`src/rtl/ram_lsu_if.sv`:
```
// Bus bundle between the core memory stage, the load/store unit and the SPRAM.
//
// Request handshake: a request transfers on a rising clk edge where
// req_valid && req_ready are both high. The requester holds all req_* fields
// stable while req_valid is high. rsp_valid is a single-cycle pulse that has no
// ready; the requester must take rsp_rdata in that cycle.
interface ram_lsu_if #(
  parameter int ADR_W = 14
);
  logic             req_valid;
  logic             req_ready;
  logic             req_we;
  logic [1:0]       req_size;
  logic             req_signed;
  logic [ADR_W+1:0] req_addr;
  logic [31:0]      req_wdata;
  logic             rsp_valid;
  logic [31:0]      rsp_rdata;
  logic             mem_cs;
  logic [3:0]       mem_wren;
  logic [ADR_W-1:0] mem_adr;
  logic [31:0]      mem_di;
  logic [31:0]      mem_do;

  // The load/store unit's view of the bus.
  modport slave (
    input  req_valid, req_we, req_size, req_signed, req_addr, req_wdata, mem_do,
    output req_ready, rsp_valid, rsp_rdata, mem_cs, mem_wren, mem_adr, mem_di
  );

  // The environment's view: core request side plus the RAM.
  modport master (
    output req_valid, req_we, req_size, req_signed, req_addr, req_wdata, mem_do,
    input  req_ready, rsp_valid, rsp_rdata, mem_cs, mem_wren, mem_adr, mem_di
  );
endinterface

```
`src/rtl/ram_lsu.sv`:
```
// Load/store unit for a 32-bit single-port SPRAM with byte write enables.
// Handles byte/half/word accesses at any byte offset; accesses crossing a word
// boundary are split into two RAM cycles and the read data is merged and
// sign/zero-extended before being returned.
module ram_lsu #(
  parameter int ADR_W = 14
) (
  input  logic        clk,
  input  logic        rst_n,
  ram_lsu_if.slave    bus,
  output logic [2:0]  dbg_state
);

  typedef enum logic [2:0] {IDLE, ACC1, ACC2, FIN, RESP} state_t;

  state_t           state, state_nx;

  logic             r_we;
  logic [1:0]       r_size;
  logic             r_signed;
  logic [1:0]       r_off;
  logic [ADR_W-1:0] r_wadr;
  logic [31:0]      r_wdata;
  logic             r_split;
  logic [31:0]      lo_buf;

  logic             accept;
  logic [3:0]       first_wren;
  logic [31:0]      first_di;
  logic [2:0]       sec_sh;
  logic [3:0]       sec_wren;
  logic [31:0]      sec_di;
  logic [31:0]      lo_word, hi_word, merged, load_data;

  // Byte-lane mask for the access size, right-aligned (reserved size = word).
  function automatic logic [3:0] size_mask(input logic [1:0] s);
    case (s)
      2'b00:   size_mask = 4'b0001;
      2'b01:   size_mask = 4'b0011;
      default: size_mask = 4'b1111;
    endcase
  endfunction

  // An access needs a second word when offset + bytes exceeds 4.
  function automatic logic needs_split(input logic [1:0] s, input logic [1:0] o);
    case (s)
      2'b00:   needs_split = 1'b0;
      2'b01:   needs_split = (o == 2'd3);
      default: needs_split = (o != 2'd0);
    endcase
  endfunction

  assign accept        = (state == IDLE) && bus.req_valid;
  assign bus.req_ready = (state == IDLE);
  assign bus.rsp_valid = (state == RESP);
  assign dbg_state     = state;

  // Lane geometry: first access comes straight from the request (it is
  // registered on the accept edge), second access from the latched fields.
  always_comb begin
    first_wren = size_mask(bus.req_size) << bus.req_addr[1:0];
    first_di   = bus.req_wdata << {bus.req_addr[1:0], 3'b000};
    sec_sh     = 3'd4 - {1'b0, r_off};
    sec_wren   = size_mask(r_size) >> sec_sh;
    sec_di     = r_wdata >> {sec_sh, 3'b000};
  end

  // Load merge: {hi, lo} shifted down by the byte offset, then extended.
  always_comb begin
    lo_word = r_split ? lo_buf : bus.mem_do;
    hi_word = r_split ? bus.mem_do : 32'h0;
    merged  = 32'({hi_word, lo_word} >> {r_off, 3'b000});
    case (r_size)
      2'b00:   load_data = r_signed ? {{24{merged[7]}}, merged[7:0]}
                                    : {24'h0, merged[7:0]};
      2'b01:   load_data = r_signed ? {{16{merged[15]}}, merged[15:0]}
                                    : {16'h0, merged[15:0]};
      default: load_data = merged;
    endcase
    if (r_we) load_data = 32'h0;
  end

  // Next-state logic.
  always_comb begin
    state_nx = state;
    case (state)
      IDLE:    if (bus.req_valid) state_nx = ACC1;
      ACC1:    state_nx = r_split ? ACC2 : FIN;
      ACC2:    state_nx = FIN;
      FIN:     state_nx = RESP;
      RESP:    state_nx = IDLE;
      default: state_nx = IDLE;
    endcase
  end

  // State register.
  always_ff @(posedge clk) begin
    if (!rst_n) state <= IDLE;
    else        state <= state_nx;
  end

  // Request latch, registered RAM drive and read-data capture.
  always_ff @(posedge clk) begin
    if (!rst_n) begin
      r_we          <= 1'b0;
      r_size        <= 2'b00;
      r_signed      <= 1'b0;
      r_off         <= 2'b00;
      r_wadr        <= '0;
      r_wdata       <= 32'h0;
      r_split       <= 1'b0;
      lo_buf        <= 32'h0;
      bus.mem_cs    <= 1'b0;
      bus.mem_wren  <= 4'b0000;
      bus.mem_adr   <= '0;
      bus.mem_di    <= 32'h0;
      bus.rsp_rdata <= 32'h0;
    end else begin
      bus.mem_cs   <= 1'b0;
      bus.mem_wren <= 4'b0000;
      case (state)
        IDLE: begin
          if (accept) begin
            r_we         <= bus.req_we;
            r_size       <= bus.req_size;
            r_signed     <= bus.req_signed;
            r_off        <= bus.req_addr[1:0];
            r_wadr       <= bus.req_addr[ADR_W+1:2];
            r_wdata      <= bus.req_wdata;
            r_split      <= needs_split(bus.req_size, bus.req_addr[1:0]);
            bus.mem_cs   <= 1'b1;
            bus.mem_adr  <= bus.req_addr[ADR_W+1:2];
            bus.mem_wren <= bus.req_we ? first_wren : 4'b0000;
            bus.mem_di   <= first_di;
          end
        end
        ACC1: begin
          if (r_split) begin
            bus.mem_cs   <= 1'b1;
            bus.mem_adr  <= r_wadr + {{(ADR_W-1){1'b0}}, 1'b1};
            bus.mem_wren <= r_we ? sec_wren : 4'b0000;
            bus.mem_di   <= sec_di;
          end
        end
        ACC2: lo_buf <= bus.mem_do;
        FIN: begin
          if (!r_split) lo_buf <= bus.mem_do;
          bus.rsp_rdata <= load_data;
        end
        default: ;
      endcase
    end
  end

endmodule

```
`src/flat_wrapper.sv`:
```
// flat-port wrapper written by rule: the top's interface ports become plain ports
module ram_lsu_flat 
#(
  parameter int ADR_W = 14
)
  (clk, rst_n, dbg_state, bus_req_valid, bus_req_we, bus_req_size, bus_req_signed, bus_req_addr, bus_req_wdata, bus_mem_do, bus_req_ready, bus_rsp_valid, bus_rsp_rdata, bus_mem_cs, bus_mem_wren, bus_mem_adr, bus_mem_di);
  ram_lsu_if #(.ADR_W(ADR_W)) bus_i ();
  input  logic clk;
  input  logic rst_n;
  output logic [2:0] dbg_state;
  input wire logic [$bits(bus_i.req_valid)-1:0] bus_req_valid;
  input wire logic [$bits(bus_i.req_we)-1:0] bus_req_we;
  input wire logic [$bits(bus_i.req_size)-1:0] bus_req_size;
  input wire logic [$bits(bus_i.req_signed)-1:0] bus_req_signed;
  input wire logic [$bits(bus_i.req_addr)-1:0] bus_req_addr;
  input wire logic [$bits(bus_i.req_wdata)-1:0] bus_req_wdata;
  input wire logic [$bits(bus_i.mem_do)-1:0] bus_mem_do;
  output wire logic [$bits(bus_i.req_ready)-1:0] bus_req_ready;
  output wire logic [$bits(bus_i.rsp_valid)-1:0] bus_rsp_valid;
  output wire logic [$bits(bus_i.rsp_rdata)-1:0] bus_rsp_rdata;
  output wire logic [$bits(bus_i.mem_cs)-1:0] bus_mem_cs;
  output wire logic [$bits(bus_i.mem_wren)-1:0] bus_mem_wren;
  output wire logic [$bits(bus_i.mem_adr)-1:0] bus_mem_adr;
  output wire logic [$bits(bus_i.mem_di)-1:0] bus_mem_di;
  assign bus_i.req_valid = bus_req_valid;
  assign bus_i.req_we = bus_req_we;
  assign bus_i.req_size = bus_req_size;
  assign bus_i.req_signed = bus_req_signed;
  assign bus_i.req_addr = bus_req_addr;
  assign bus_i.req_wdata = bus_req_wdata;
  assign bus_i.mem_do = bus_mem_do;
  assign bus_req_ready = bus_i.req_ready;
  assign bus_rsp_valid = bus_i.rsp_valid;
  assign bus_rsp_rdata = bus_i.rsp_rdata;
  assign bus_mem_cs = bus_i.mem_cs;
  assign bus_mem_wren = bus_i.mem_wren;
  assign bus_mem_adr = bus_i.mem_adr;
  assign bus_mem_di = bus_i.mem_di;
  ram_lsu #(.ADR_W(ADR_W)) u_core (.clk(clk), .rst_n(rst_n), .bus(bus_i), .dbg_state(dbg_state));
endmodule
```
`config.mk`:
```
export PLATFORM = sky130hd
export DESIGN_NAME = ram_lsu_flat
export DESIGN_NICKNAME = d
export VERILOG_FILES = /design/src/rtl/ram_lsu_if.sv /design/src/rtl/ram_lsu.sv /design/src/flat_wrapper.sv
export SDC_FILE = /design/constraint.sdc
export NUM_CORES = 1
export LEC_CHECK = 0
export CORE_UTILIZATION = 52
export CTS_BUF_LIST = sky130_fd_sc_hd__clkbuf_16
export DETAILED_ROUTE_END_ITERATION = 10
export GPL_ROUTABILITY_DRIVEN = 0
export PLACE_DENSITY = 0.84
export SLEW_MARGIN = 20
export SYNTH_ARGS = -nofsm -noshare
export SYNTH_HDL_FRONTEND = slang
export SYNTH_SLANG_ARGS = --single-unit
```
`constraint.sdc`:
```
create_clock -name clk -period 3.35 [get_ports clk]
set_input_delay 0.8375 -clock clk [delete_from_list [all_inputs] [get_ports clk]]
set_output_delay 0.8375 -clock clk [all_outputs]
set_load 0.01 [all_outputs]
```
==> out/summary.md <==
The run finished with clean final reports. The tools report the clock root buffer master as clkbuf_16. The logs give 1107 for the number of cells produced by synthesis and 0 for the number of failing setup endpoints in the final timing report.

Number of levels the H-tree was split into: 4. The floorplan step set the die height to 133 um. The sequential-to-total area share from yosys stat is 0.386. The final layout contains routed wiring with a total length of 26.7 mm.

Total standard cell area after synthesis: 8870 um2. The largest net degree at the start of global routing was 66; the count of buffers from port buffering was 174. The first global-routing pass estimated 42.7 mm of wire. The synthesized design contains 171 register bits. The count of max-cap constraint violations is 0. The worst setup path is captured at a primary output. Highest ir drop seen on vdd: 0.000410 V.

The chip width is 133 um. The die covers 17600 um2. Measured in cells, the most critical reg-to-reg path has a length of 7. The number of nets in the final layout was 1328. The fraction of final layout cells with drive strength greater than 1 is 0.0935. The number of standard cells in the layout, taps in and fillers out was 1472; the number of flops mapped to enable cells by yosys was 0. The clock-pin slew on the worst setup and hold paths works out to 60 ps. Subtracting the final worst setup slack from the clock period gives 2660 ps. By area the synthesized netlist is led by dfxtp_1 (39%), nand2_1 (10%), mux2i_1 (8.8%). The tightest min-delay check is of the register to register type.

The area growth from synthesis to layout is 28.5%. The headroom to the max-slew limit is 0.310. Number of antenna violations at the first check in global routing: 0. The critical hold path startpoint is u_core.bus.rsp_rdata[31].

STA puts the critical path data arrival time at 1820 ps. The total power came out at 6370 uW. By count the netlist is led by nand2_1 (248), dfxtp_1 (171), a21oi_1 (114). The endpoint identified for the worst register-to-register timing path is u_core.bus.mem_di[12]. TritonCTS built the clock tree. The share of the cycle needed by the critical path after routing was 0.794; the number of top-level pins was 175. Dividing the synthesized area by the synthesized cell count gives 8.01 um2. The logs give 0.302 for the global-route total usage across every layer and 0.00403 uW for the leakage power figure.

The remaining antenna violation count came out at 0. The tools report the reg2reg setup slack as 880 ps. The logs give 8296 for the via count of the first global-routing pass and 9.18 ps for the clock skew. The area fraction of the dominant cell type after synthesis was 0.386. The run gives 0 as the number of inserted diodes.

The cell count of the worst hold path was 2. In this run, the number of DRC markers left after iteration 0 of detailed routing was 894. For this design the ratio of total power to cell area is 559 nW/um2. The largest total area in the synthesized netlist belongs to dfxtp_1.

Detailed routing inserted a total of 8997 vias. The setup path with the least slack is of type register to primary output. For the deepest clock path buffer count, the log shows 2. The number of hold buffers added after cts is 0. The transition time at the pin with the least slew margin was 1030 ps.

Once the clock tree was built, the setup fixing pass inserted 0 buffers. For the count of placed standard cells including taps, the log shows 1440. In the final timing run, aggregate negative setup slack is 0 ps. The async set-reset flop share out of synthesis is 0, and the number of standard-cell rows in the floorplan is 47. The number of buffers added by the clock tree synthesis step is 17, and the total overflow reported by the global router is 0. The data required time at the worst endpoint came out at 2510 ps. For this run, the leading register cell type out of synthesis is dfxtp_1. The mean routed wirelength per cell was 18.1 um; the maximum fanout count along the critical path was 12. Counting distinct cell types in the post-synthesis netlist gives 64. Setup repair after global routing left no endpoint under its margin. For this run, design rule violations remaining after detail routing come to 0. The tightest hold path in the finished design has a slack of 457 ps. The path with the worst hold slack has its endpoint at u_core.bus.rsp_rdata[31]. Based on the critical path, the design can be clocked at up to 376 MHz.

When the netlist entered floorplanning its net count stood at 1196. The tools report the clock insertion delay at the later pin of the skew report as 440 ps. The first detailed-routing pass took 6 iterations. After detailed routing, the number of vias per cell comes to 6.11.

The number of endpoints with negative hold slack in the final report is 0, and the fill cell instance count of the final layout is 1337. By instance count, the leading cell after synthesis is nand2_1. The tools report the share of the core filled with cells as 0.685.

Area of the core: 16600 um2. CTS saw 171 sinks. After legalization and detailed placement, the total HPWL measured 18.4 mm. The startpoint identified for the worst register-to-register timing path is u_core.r_off[0].

STA classifies the critical path startpoint as a register. Starting utilization of the core area: 0.533. Yosys printed 0 warnings.

The max-slew violation count is 0. The run gives 0 as the post-cts resize count.
## where the power goes
group | total, uW | switching, uW | internal, uW | leakage [uW]
Sequential | 2460 | 198 | 2270 | 0.00140
Combinational | 1840 | 1030 | 812 | 0.00234
Clock | 2070 | 877 | 1190 | 0.000295
Total | 6370 | 2110 | 4270 | 0.00403
## cells by family (layout without fill, tap and decap cells)
group | after synthesis | after routing | share of synthesized area
buf+inv | 98 | 243 | 0.0461
simple gates | 428 | 428 | 0.207
compound gates | 281 | 281 | 0.200
mux | 114 | 114 | 0.145
xor+xnor | 13 | 13 | 0.0128
fa+ha+maj | 2 | 2 | 0.00282
flops | 171 | 171 | 0.386
## worst max-delay path by stage
| stage | start | to | cells past startpoint |
|---|---|---|---|
| global route | u_core.dbg_state[2] | bus_rsp_valid | 2 |
| finish | u_core.dbg_state[2] | bus_rsp_valid | 2 |
| CTS | u_core.dbg_state[2] | bus_rsp_valid | 2 |
| global placement | bus_mem_do[15] | u_core.bus.rsp_rdata[31] | 6 |
| floorplan | u_core.r_off[0] | u_core.bus.mem_di[10] | 10 |
| detailed placement | bus_mem_do[15] | u_core.bus.rsp_rdata[26] | 6 |
## cell type report
class	instances	area [um2]	share of cell area
multi-input cells	838	5050	0.444
flip-flops and latches	171	3430	0.301
repair buffers	205	2000	0.175
clock buffers	17	425	0.0373
well taps	220	275	0.0242
clock inverters	15	189	0.0166
inverters	6	23.8	0.00209
## routing by layer
metal / wire, um / GRT usage / vias up
met3: 2610 / 0.0556 / 68
met5: 0 / 0 / -
li1: - / - / 4201
met4: 799 / 0.125 / 0
met2: 12500 / 0.485 / 511
met1: 10800 / 0.399 / 4217
## layout by cell type (no fill, tap or decap), types with 9 or more instances in the layout
| cell type | Yosys | layout |
|---|---|---|
| nand2_1 | 248 | 247 |
| clkdlybuf4s50_1 | 0 | 174 |
| dfxtp_1 | 171 | 170 |
| a21oi_1 | 114 | 114 |
| nor2_1 | 93 | 93 |
| mux2i_1 | 78 | 78 |
| o21ai_0 | 44 | 44 |
| nor3_1 | 31 | 31 |
| buf_4 | 5 | 29 |
| a221oi_1 | 26 | 26 |
| mux2_2 | 25 | 25 |
| o211ai_1 | 19 | 19 |
| clkbuf_16 | 0 | 17 |
| nand3_1 | 15 | 15 |
| a22oi_1 | 10 | 10 |
| o221ai_1 | 9 | 9 |
## state kept, by name, indices dropped and copies added (netlist names)
| register | count |
|---|---|
| u_core.r_signed | 1 |
| u_core.bus.mem_di | 32 |
| u_core.bus.mem_cs | 1 |
| u_core.dbg_state | 3 |
| u_core.r_split | 1 |
| u_core.r_wdata | 32 |
| u_core.bus.mem_adr | 14 |
| u_core.bus.mem_wren | 4 |
| u_core.bus.rsp_rdata | 32 |
| u_core.r_size | 2 |
| u_core.r_wadr | 14 |
| u_core.r_off | 2 |
| u_core.r_we | 1 |
| u_core.lo_buf | 32 |
## metrics by stage
| stage | setup WS [ps] | instance area, um2 |
|---|---|---|
| floorplan | 841 | 8870 |
| global placement | 506 | 10800 |
| finish | 690 | 11400 |
| detailed placement | 463 | 10800 |
| CTS | 667 | 11400 |
| global route | 579 | 11400 |
## worst max-delay path, stage by stage (launching register included)
cell and delay [ps]:
dfxtp_1 580, nor3b_1 250, clkdlybuf4s50_1 570
No activity file was read; power rests on OpenSTA's default activity.
